## src/rtl/cv32e40p_fpu_sched_pkg.sv

```systemverilog
// cv32e40p_fpu_sched_pkg: shared types and latency helper for the FPU writeback scheduler
package cv32e40p_fpu_sched_pkg;

  typedef enum logic [1:0] {
    ADDMUL  = 2'd0,
    OTHERS  = 2'd1,
    DIVSQRT = 2'd2
  } fpu_class_e;

  localparam int SLOT_RD_W = 6;

  typedef struct packed {
    logic                 valid;
    logic [SLOT_RD_W-1:0] rd;
  } wb_slot_t;

  // The reserved class encoding falls through to the OTHERS latency.
  function automatic logic [1:0] lat_of(input logic [1:0] cls, input int addmul_lat,
                                        input int others_lat);
    return cls == ADDMUL ? 2'(addmul_lat) : 2'(others_lat);
  endfunction

endpackage

```

## src/rtl/cv32e40p_fpu_wb_slots.sv

```systemverilog
// cv32e40p_fpu_wb_slots: writeback slot shift array with parallel destination compare
module cv32e40p_fpu_wb_slots
  import cv32e40p_fpu_sched_pkg::*;
#(
  parameter int D  = 2,
  parameter int AW = 6
) (
  input  logic                 clk,
  input  logic                 rst_n,
  input  logic                 ins_en,
  input  logic [1:0]           ins_lat,
  input  logic [AW-1:0]        ins_rd,
  input  logic [3:0][AW-1:0]   cmp_addr,
  output logic [D-1:0]         slot_v,
  output logic [D-1:0][AW-1:0] slot_rd,
  output logic [3:0]           match
);

  logic [D-1:0]         nxt_v;
  logic [D-1:0][AW-1:0] nxt_rd;

  // Slot k retires k cycles from now; an op of latency L lands in slot L-1 after the shift.
  always_comb begin
    nxt_v  = slot_v >> 1;
    nxt_rd = slot_rd >> AW;
    for (int k = 0; k < D; k++) begin
      if (ins_en && int'(ins_lat) == k + 1) begin
        nxt_v[k]  = 1'b1;
        nxt_rd[k] = ins_rd;
      end
    end
  end

  always_ff @(posedge clk or negedge rst_n) begin
    if (!rst_n) begin
      slot_v  <= '0;
      slot_rd <= '0;
    end else begin
      slot_v  <= nxt_v;
      slot_rd <= nxt_rd;
    end
  end

  always_comb begin
    match = '0;
    for (int i = 0; i < 4; i++) begin
      for (int k = 0; k < D; k++) begin
        if (slot_v[k] && cmp_addr[i] != '0 && slot_rd[k] == cmp_addr[i]) match[i] = 1'b1;
      end
    end
  end

endmodule

```

## src/rtl/cv32e40p_fpu_wb_sched.sv

```systemverilog
// cv32e40p_fpu_wb_sched: FPU issue gating on hazards and shared register-file write port arbitration
module cv32e40p_fpu_wb_sched
  import cv32e40p_fpu_sched_pkg::*;
#(
  parameter int ADDMUL_LAT = 1,
  parameter int OTHERS_LAT = 1,
  parameter int ZFINX      = 0,
  parameter int REG_ADDR_W = 6
) (
  input  logic                  clk,
  input  logic                  rst_n,
  input  logic                  issue_valid_i,
  output logic                  issue_ready_o,
  input  logic [1:0]            issue_class_i,
  input  logic [REG_ADDR_W-1:0] issue_rd_i,
  input  logic [REG_ADDR_W-1:0] issue_rs1_i,
  input  logic [REG_ADDR_W-1:0] issue_rs2_i,
  input  logic [REG_ADDR_W-1:0] issue_rs3_i,
  input  logic [2:0]            issue_rs_used_i,
  input  logic                  div_done_i,
  output logic                  div_ack_o,
  output logic                  wb_valid_o,
  output logic [REG_ADDR_W-1:0] wb_rd_o,
  input  logic                  ext_wb_req_i,
  output logic                  ext_wb_gnt_o,
  output logic                  busy_o
);

  localparam int D = (ADDMUL_LAT > OTHERS_LAT ? ADDMUL_LAT : OTHERS_LAT) + 1;
  localparam logic [REG_ADDR_W-1:0] FP_BIT = REG_ADDR_W'(32);

  logic [D-1:0]                 slot_v;
  logic [D-1:0][REG_ADDR_W-1:0] slot_rd;
  logic [3:0][REG_ADDR_W-1:0]   cmp;
  logic [3:0]                   slot_match;
  logic [3:0]                   div_match;
  logic [3:0]                   used;
  logic [1:0]                   lat;
  logic                         div_pending;
  logic [REG_ADDR_W-1:0]        div_rd;
  logic                         is_div;
  logic                         hazard;
  logic                         collision;
  logic                         div_stall;
  logic                         fire;
  logic                         fire0;

  // Under Zfinx every operand lives in the integer file, so the file-select bit is dropped.
  function automatic logic [REG_ADDR_W-1:0] norm(input logic [REG_ADDR_W-1:0] a);
    return ZFINX != 0 ? a & ~FP_BIT : a;
  endfunction

  assign is_div = issue_class_i == DIVSQRT;
  assign lat    = lat_of(issue_class_i, ADDMUL_LAT, OTHERS_LAT);
  assign cmp    = {norm(issue_rd_i), norm(issue_rs3_i), norm(issue_rs2_i), norm(issue_rs1_i)};
  assign used   = {1'b1, issue_rs_used_i};

  cv32e40p_fpu_wb_slots #(
    .D (D),
    .AW(REG_ADDR_W)
  ) u_slots (
    .clk     (clk),
    .rst_n   (rst_n),
    .ins_en  (fire && !is_div && lat != 2'd0),
    .ins_lat (lat),
    .ins_rd  (cmp[3]),
    .cmp_addr(cmp),
    .slot_v  (slot_v),
    .slot_rd (slot_rd),
    .match   (slot_match)
  );

  for (genvar i = 0; i < 4; i++) begin : g_div_match
    assign div_match[i] = div_pending && cmp[i] != '0 && cmp[i] == div_rd;
  end

  assign hazard    = |(used & (slot_match | div_match));
  assign collision = !is_div && (lat == 2'd0 ? slot_v[0] | div_done_i
                                              : |(slot_v & (D'(1) << lat)));
  assign div_ack_o = div_done_i & div_pending & ~slot_v[0];
  // A retiring divide frees the unit in time for a back-to-back divide issue.
  assign div_stall = is_div & div_pending & ~div_ack_o;

  assign issue_ready_o = ~(hazard | collision | div_stall);
  assign fire          = issue_valid_i & issue_ready_o;
  assign fire0         = fire & ~is_div & (lat == 2'd0);

  assign wb_valid_o   = slot_v[0] | div_ack_o | fire0;
  assign wb_rd_o      = slot_v[0] ? slot_rd[0] : div_ack_o ? div_rd : fire0 ? cmp[3] : '0;
  assign ext_wb_gnt_o = ext_wb_req_i & ~wb_valid_o;
  assign busy_o       = |slot_v | div_pending;

  always_ff @(posedge clk or negedge rst_n) begin
    if (!rst_n) begin
      div_pending <= 1'b0;
      div_rd      <= '0;
    end else if (fire && is_div) begin
      div_pending <= 1'b1;
      div_rd      <= cmp[3];
    end else if (div_ack_o) begin
      div_pending <= 1'b0;
    end
  end

endmodule

```

## config.mk

```make
export PLATFORM = sky130hd
export DESIGN_NAME = cv32e40p_fpu_wb_sched
export DESIGN_NICKNAME = d
export VERILOG_FILES = /design/src/rtl/cv32e40p_fpu_sched_pkg.sv /design/src/rtl/cv32e40p_fpu_wb_slots.sv /design/src/rtl/cv32e40p_fpu_wb_sched.sv
export SDC_FILE = /design/constraint.sdc
export NUM_CORES = 1
export LEC_CHECK = 0
export ABC_AREA = 0
export BUFFER_PORTS_ARGS = -buffer_cell sky130_fd_sc_hd__clkbuf_2
export CORE_ASPECT_RATIO = 0.8
export CORE_UTILIZATION = 50
export CTS_CLUSTER_DIAMETER = 120
export CTS_CLUSTER_SIZE = 10
export DETAILED_ROUTE_END_ITERATION = 16
export MAX_ROUTING_LAYER = met4
export PLACE_DENSITY = 0.87
export SYNTH_ARGS = -nofsm -noshare
export SYNTH_HDL_FRONTEND = slang
export SYNTH_SLANG_ARGS = --single-unit
```

## constraint.sdc

```tcl
create_clock -name clk -period 2.4 [get_ports clk]
set_input_delay 0.24 -clock clk [delete_from_list [all_inputs] [get_ports clk]]
set_output_delay 0.24 -clock clk [all_outputs]
set_load 0.02 [all_outputs]
```

# After elaboration in Yosys (flattened, before gate mapping)
# Index checks and enable logic that the tools add are counted.
[totals]
reg_bits = 14
latch_bits = 0
ram_bits = 0
rom_bits = 0
mem_count = 0
[classes]
addsub = 0
n_mul = 0
div = 0
n_lt_le_gt_ge = 0
eq_ne = 9
shift = 0
n_mux = 10
bitwise = 15
n_reduce_logical = 25
[op_table]
columns = ["op", "count"]
rows = [
  ["$eq A6 B6 Y1", 8],
  ["$reduce_bool A6 Y1", 4],
  ["$logic_and A1 B1 Y1", 18],
  ["$mux W6", 3],
  ["$mux W1", 7],
  ["$and A1 B1 Y1", 6],
  ["$and A4 B4 Y4", 1],
  ["$not A1 Y1", 4],
  ["$or A4 B4 Y4", 1],
  ["$reduce_or A4 Y1", 1],
  ["$or A1 B1 Y1", 3],
  ["$eq A2 B2 Y1 const B", 1],
  ["$reduce_bool A2 Y1", 1],
  ["$logic_not A1 Y1", 1],
]

# Depth between registers and ports, before layout
[logic_depth]
depth_word = 12
ltp_mapped = 7

# Modules after synthesis
# A second synthesis with hierarchy kept.
[hier_totals]
cells_unflattened = 205
area_unflattened_um2 = 1921.8
[modules_own_cells]
columns = ["module", "instances", "cells_each", "area_per_inst_um2", "seq_area_each_um2"]
rows = [
  ["cv32e40p_fpu_wb_slots", 1, 109, 1103.6, 350.3],
  ["cv32e40p_fpu_wb_sched", 1, 96, 818.3, 175.2],
]

# Least setup slack after synthesis
# OpenSTA, ideal clock, no wires.
[synth_path]
path_type = "input port to flip-flop"
start = "input issue_rs1_i[1]"
end = "register div_rd[0]"
setup_ns = 0.125
t_arrival_ns = 1.709
t_required_ns = 2.275
path_slack_ns = 0.567
stages = 5
path_cell_list = "or4_1 o31a_1 a32oi_2 nand4_4 mux2_2"
[synth_via]
elab_chain_cells = 11
word_cells_on_any_way = 15
[synth_lines]
columns = ["item", "line", "source"]
rows = [
  ["from (decl)", "cv32e40p_fpu_wb_sched.sv:16", "input logic [REG_ADDR_W-1:0] issue_rs1_i,"],
  ["$reduce_bool A6 Y1", "cv32e40p_fpu_wb_slots.sv:48, cv32e40p_fpu_wb_sched.sv:74", ""],
  ["$logic_and A1 B1 Y1 (2 in series)", "cv32e40p_fpu_wb_slots.sv:48", "if (slot_v[k] && cmp_addr[i] != '0 && slot_rd[k] == cmp_addr[i]) match[i] = 1'b1;"],
  ["$mux W1", "cv32e40p_fpu_wb_slots.sv:48", ""],
  ["$or A4 B4 Y4 (*)", "cv32e40p_fpu_wb_sched.sv:77", "assign hazard = |(used & (slot_match | div_match));"],
  ["$and A4 B4 Y4 (*)", "cv32e40p_fpu_wb_sched.sv:77", ""],
  ["$reduce_or A4 Y1 (*)", "cv32e40p_fpu_wb_sched.sv:77", ""],
  ["$or A1 B1 Y1 (*)", "cv32e40p_fpu_wb_sched.sv:84", "assign issue_ready_o = ~(hazard | collision | div_stall);"],
  ["$not A1 Y1 (*)", "cv32e40p_fpu_wb_sched.sv:84", ""],
  ["$and A1 B1 Y1 (*)", "cv32e40p_fpu_wb_sched.sv:85", "assign fire = issue_valid_i & issue_ready_o;"],
  ["$logic_and A1 B1 Y1 (*)", "cv32e40p_fpu_wb_sched.sv:97", "end else if (fire && is_div) begin"],
  ["to (signal assigned)", "cv32e40p_fpu_wb_sched.sv:99", "div_rd <= cmp[3];"],
  ["to (decl)", "cv32e40p_fpu_wb_sched.sv:40", "logic [REG_ADDR_W-1:0] div_rd;"],
]
# Mark *: on every way between the ends. The rest lies on a longest branch, timed or not.
# A chain may end at the register's enable or synchronous reset.

# Worst setup path after layout
[layout_path]
start = "register u_slots.slot_rd[3] (netlist name)"
end = "output issue_ready_o"
[layout_via]
elab_chain_cells = 8
word_cells_on_any_way = 17
[layout_lines]
columns = ["item", "line", "source"]
rows = [
  ["from (decl)", "cv32e40p_fpu_wb_slots.sv:15", "output logic [D-1:0][AW-1:0] slot_rd,"],
  ["from (signal assigned)", "cv32e40p_fpu_wb_slots.sv:40", "slot_rd <= nxt_rd;"],
  ["$eq A6 B6 Y1", "cv32e40p_fpu_wb_slots.sv:48", ""],
  ["$logic_and A1 B1 Y1", "cv32e40p_fpu_wb_slots.sv:48", ""],
  ["$mux W1", "cv32e40p_fpu_wb_slots.sv:48", ""],
  ["$or A4 B4 Y4 (*)", "cv32e40p_fpu_wb_sched.sv:77", ""],
  ["$and A4 B4 Y4 (*)", "cv32e40p_fpu_wb_sched.sv:77", ""],
  ["$reduce_or A4 Y1 (*)", "cv32e40p_fpu_wb_sched.sv:77", ""],
  ["$or A1 B1 Y1 (*)", "cv32e40p_fpu_wb_sched.sv:84", ""],
  ["$not A1 Y1 (*)", "cv32e40p_fpu_wb_sched.sv:84", ""],
  ["to (decl)", "cv32e40p_fpu_wb_sched.sv:13", "output logic issue_ready_o,"],
]
# Marked as above.

==> metrics <==
status=complete, no violations; RSZ-0062 raised after global routing=false; CP max-delay cell=dfrtp_1; Root Buffer=clkbuf_4; total grt overflow=0; syn avg cell area=8.79 um^2; final RePlAce weighted congestion=0.898; First-pass DRT Iterations=6; CTS Buf Count=3; die height=47.5 um; 1st-iter DRT viols=63; Slew headroom=0.671; worst path cell trace=xnor2_1 > nand4_1 > o22ai_1 > a32oi_1 > o211a_1 > clkbuf_2; final max-slew violation count=0; Seq/Total Area, Yosys=0.271; H-tree Lvls=1; DP Wirelength=2660 um; Clock Path Buffers=2; total clock sinks=14; I/O Buffers=44; largest net degree at the start of global routing=15; I/O pin cnt=45; Filler Cell Count=229; worst hold path depth=3; Mapped Area=1290 um^2; Cell Area, Placed=1490 um^2; period utilization=0.953; Critical Path Sink Type=output pin; Setup Buffers After CTS=0; number of antenna violations at the first check in global routing=0; Reg2Reg Depth=6; startpoint types=flop; Setup CP Type=flop to output pin; Warnings, synthesis=0; final count of negative-setup-slack endpoints=0; critical path arrival=2.05 ns; fin area=1540 um^2; max incr delay on CP=0.51 ns; PwrDens=795 nW/um^2; MaxCap Viol Count=0; Syn Inst Count=147; Area Overhead vs Synth=18.9%; clk_skew=0.00480 ns; Lkg Pwr=0.000646 uW; vias in the first global route=1115; Initial Util=0.529; # diodes=0; syn nets=181; wire per inst=15.4 um; Detailed Route WL=3360 um; All-Layer GR Usage=0.269; Vias/cell=5.28; via count=1150; die width=58.8 um; Final Hold Viols=0; Worst EP required=2.16 ns; Unique masters post-synth=22; Finished Layout Cells=218; Worst Path Max Fanout=5; Residual DRC=0; dpl cells=213; Final Net Count=217; Die ar.=2790 um^2; sum of negative setup slack=0 ns; CTS tree=done; CTS clk-pin slew, worst paths=0.09 ns; num rows=16; synthesized flop and latch total=14; Hold Path Class=input port to flop; hold slack=0.248 ns; first-pass GRT wire length=5210 um; antenna viol nets, final=0; layout cell share with drive strength beyond 1=0.319; Clock Latency Late Sink=0.27 ns; final worst path period need=2.29 ns; fmax=0.437 GHz; CORE AREA=2440 um^2; VDD IR-drop max=460 uV; worst slew pin tran=0.494 ns
-- cells in the mapped netlist (all sizes together) --
master  instances  area share
a21oi           1      0.0039
a22o            6       0.041
a32oi           2       0.019
buf            12       0.046
clkbuf          2      0.0058
dfrtp          14        0.27
inv             9       0.026
mux2            6       0.052
nand2           5       0.015
nand2b          2      0.0097
nand3           9       0.035
nand4          10       0.060
nor2            9       0.026
nor4            3       0.015
o211a           1      0.0077
o22ai           4       0.019
o31a            1      0.0068
or2             2      0.0097
or4             1      0.0058
xnor2          48        0.33
-- worst paths after layout --
kind / from / to / slack [ns]
max in group asynchronous: rst_n / div_rd[0]$_DFFE_PN0P_ / 1.75
worst max register to register: u_slots.slot_rd[3]$_DFF_PN0_ / div_rd[2]$_DFFE_PN0P_ / 0.39
worst max-delay path: u_slots.slot_rd[3]$_DFF_PN0_ / issue_ready_o / 0.11
worst min-delay path: issue_rd_i[4] / u_slots.slot_rd[4]$_DFF_PN0_ / 0.25
worst min register to register: div_pending$_DFFE_PN0P_ / div_pending$_DFFE_PN0P_ / 0.72
min in group asynchronous: rst_n / u_slots.slot_rd[2]$_DFF_PN0_ / 0.40
-- layout by cell type, fill, tap and decap left out, drive strengths merged --
master,Yosys,final
inv,9,9
nor4,3,3
dfrtp,14,14
nand2,5,5
or2,2,2
mux2,6,6
a32oi,2,2
o22ai,4,4
a21oi,1,1
nor2,9,9
o211a,1,1
xnor2,48,48
dlygate4sd3,0,1
o31a,1,1
a22o,6,6
nand3,9,9
nand2b,2,2
clkbuf,2,48
or4,1,1
nand4,10,10
-- layout make-up --
class | count | area, um^2 | area share
Clock buffer | 4 | 36.3 | 0.0236
Timing Repair Buffer | 45 | 230 | 0.150
Sequential cell | 14 | 350 | 0.228
Inverter | 9 | 33.8 | 0.0220
Tap cell | 36 | 45.0 | 0.0293
Multi-Input combinational cell | 110 | 841 | 0.547
-- cell families after synthesis --
group / synth area share
AO/OA/AOI/OAI: 0.0978
XOR/XNOR: 0.325
buffers and inverters: 0.0784
flip-flops: 0.271
multiplexers: 0.0523
AND/OR/NAND/NOR: 0.175
-- critical path: cells and delay by family, from the launching register on --
family | cells | cell delay [ns]
flip-flops | 1 | 0.51
buffers and inverters | 1 | 0.17
XOR/XNOR | 1 | 0.19
AO/OA/AOI/OAI | 3 | 0.80
AND/OR/NAND/NOR | 1 | 0.10
-- state kept, by name, summed over array words and instances, names as in the netlist --
| register | flops |
|---|---|
| div_pending | 1 |
| u_slots.slot_rd | 6 |
| u_slots.slot_v | 1 |
| div_rd | 6 |
-- where the power goes --
group	leakage, uW	internal [uW]	total, uW	switching (uW)
clock network	0.0000210	92.1	167	75.1
registers	0.000175	302	494	192
logic	0.000450	313	559	246
total	0.000646	708	1220	513
-- layer usage --
layer	part of all wire	global-route usage	wire, um	vias to the layer above
li1	-	-	-	565
met1	0.46	0.354	1530	549
met2	0.51	0.457	1700	36
met3	0.039	0.0243	131	0
met4	0	0.0667	0	0
met5	0	-	0	-
-- repair_timing --
action | CTS | global route
gates resized for setup | 0 | 0
hold endpoints to repair | 14 | 0
hold buffers | 1 | 0
setup endpoints to repair | 0 | 0
-- per-stage QoR --
stage               total power, uW  utilization  worst slack (ns)
floorplan                       917            -             0.567
global placement               1030        0.610             0.386
detailed placement             1060        0.610             0.300
CTS                            1230        0.629             0.117
global route                   1310        0.629            0.0187
finish                         1220        0.629             0.114
No activity file was read; power rests on OpenSTA's default activity.
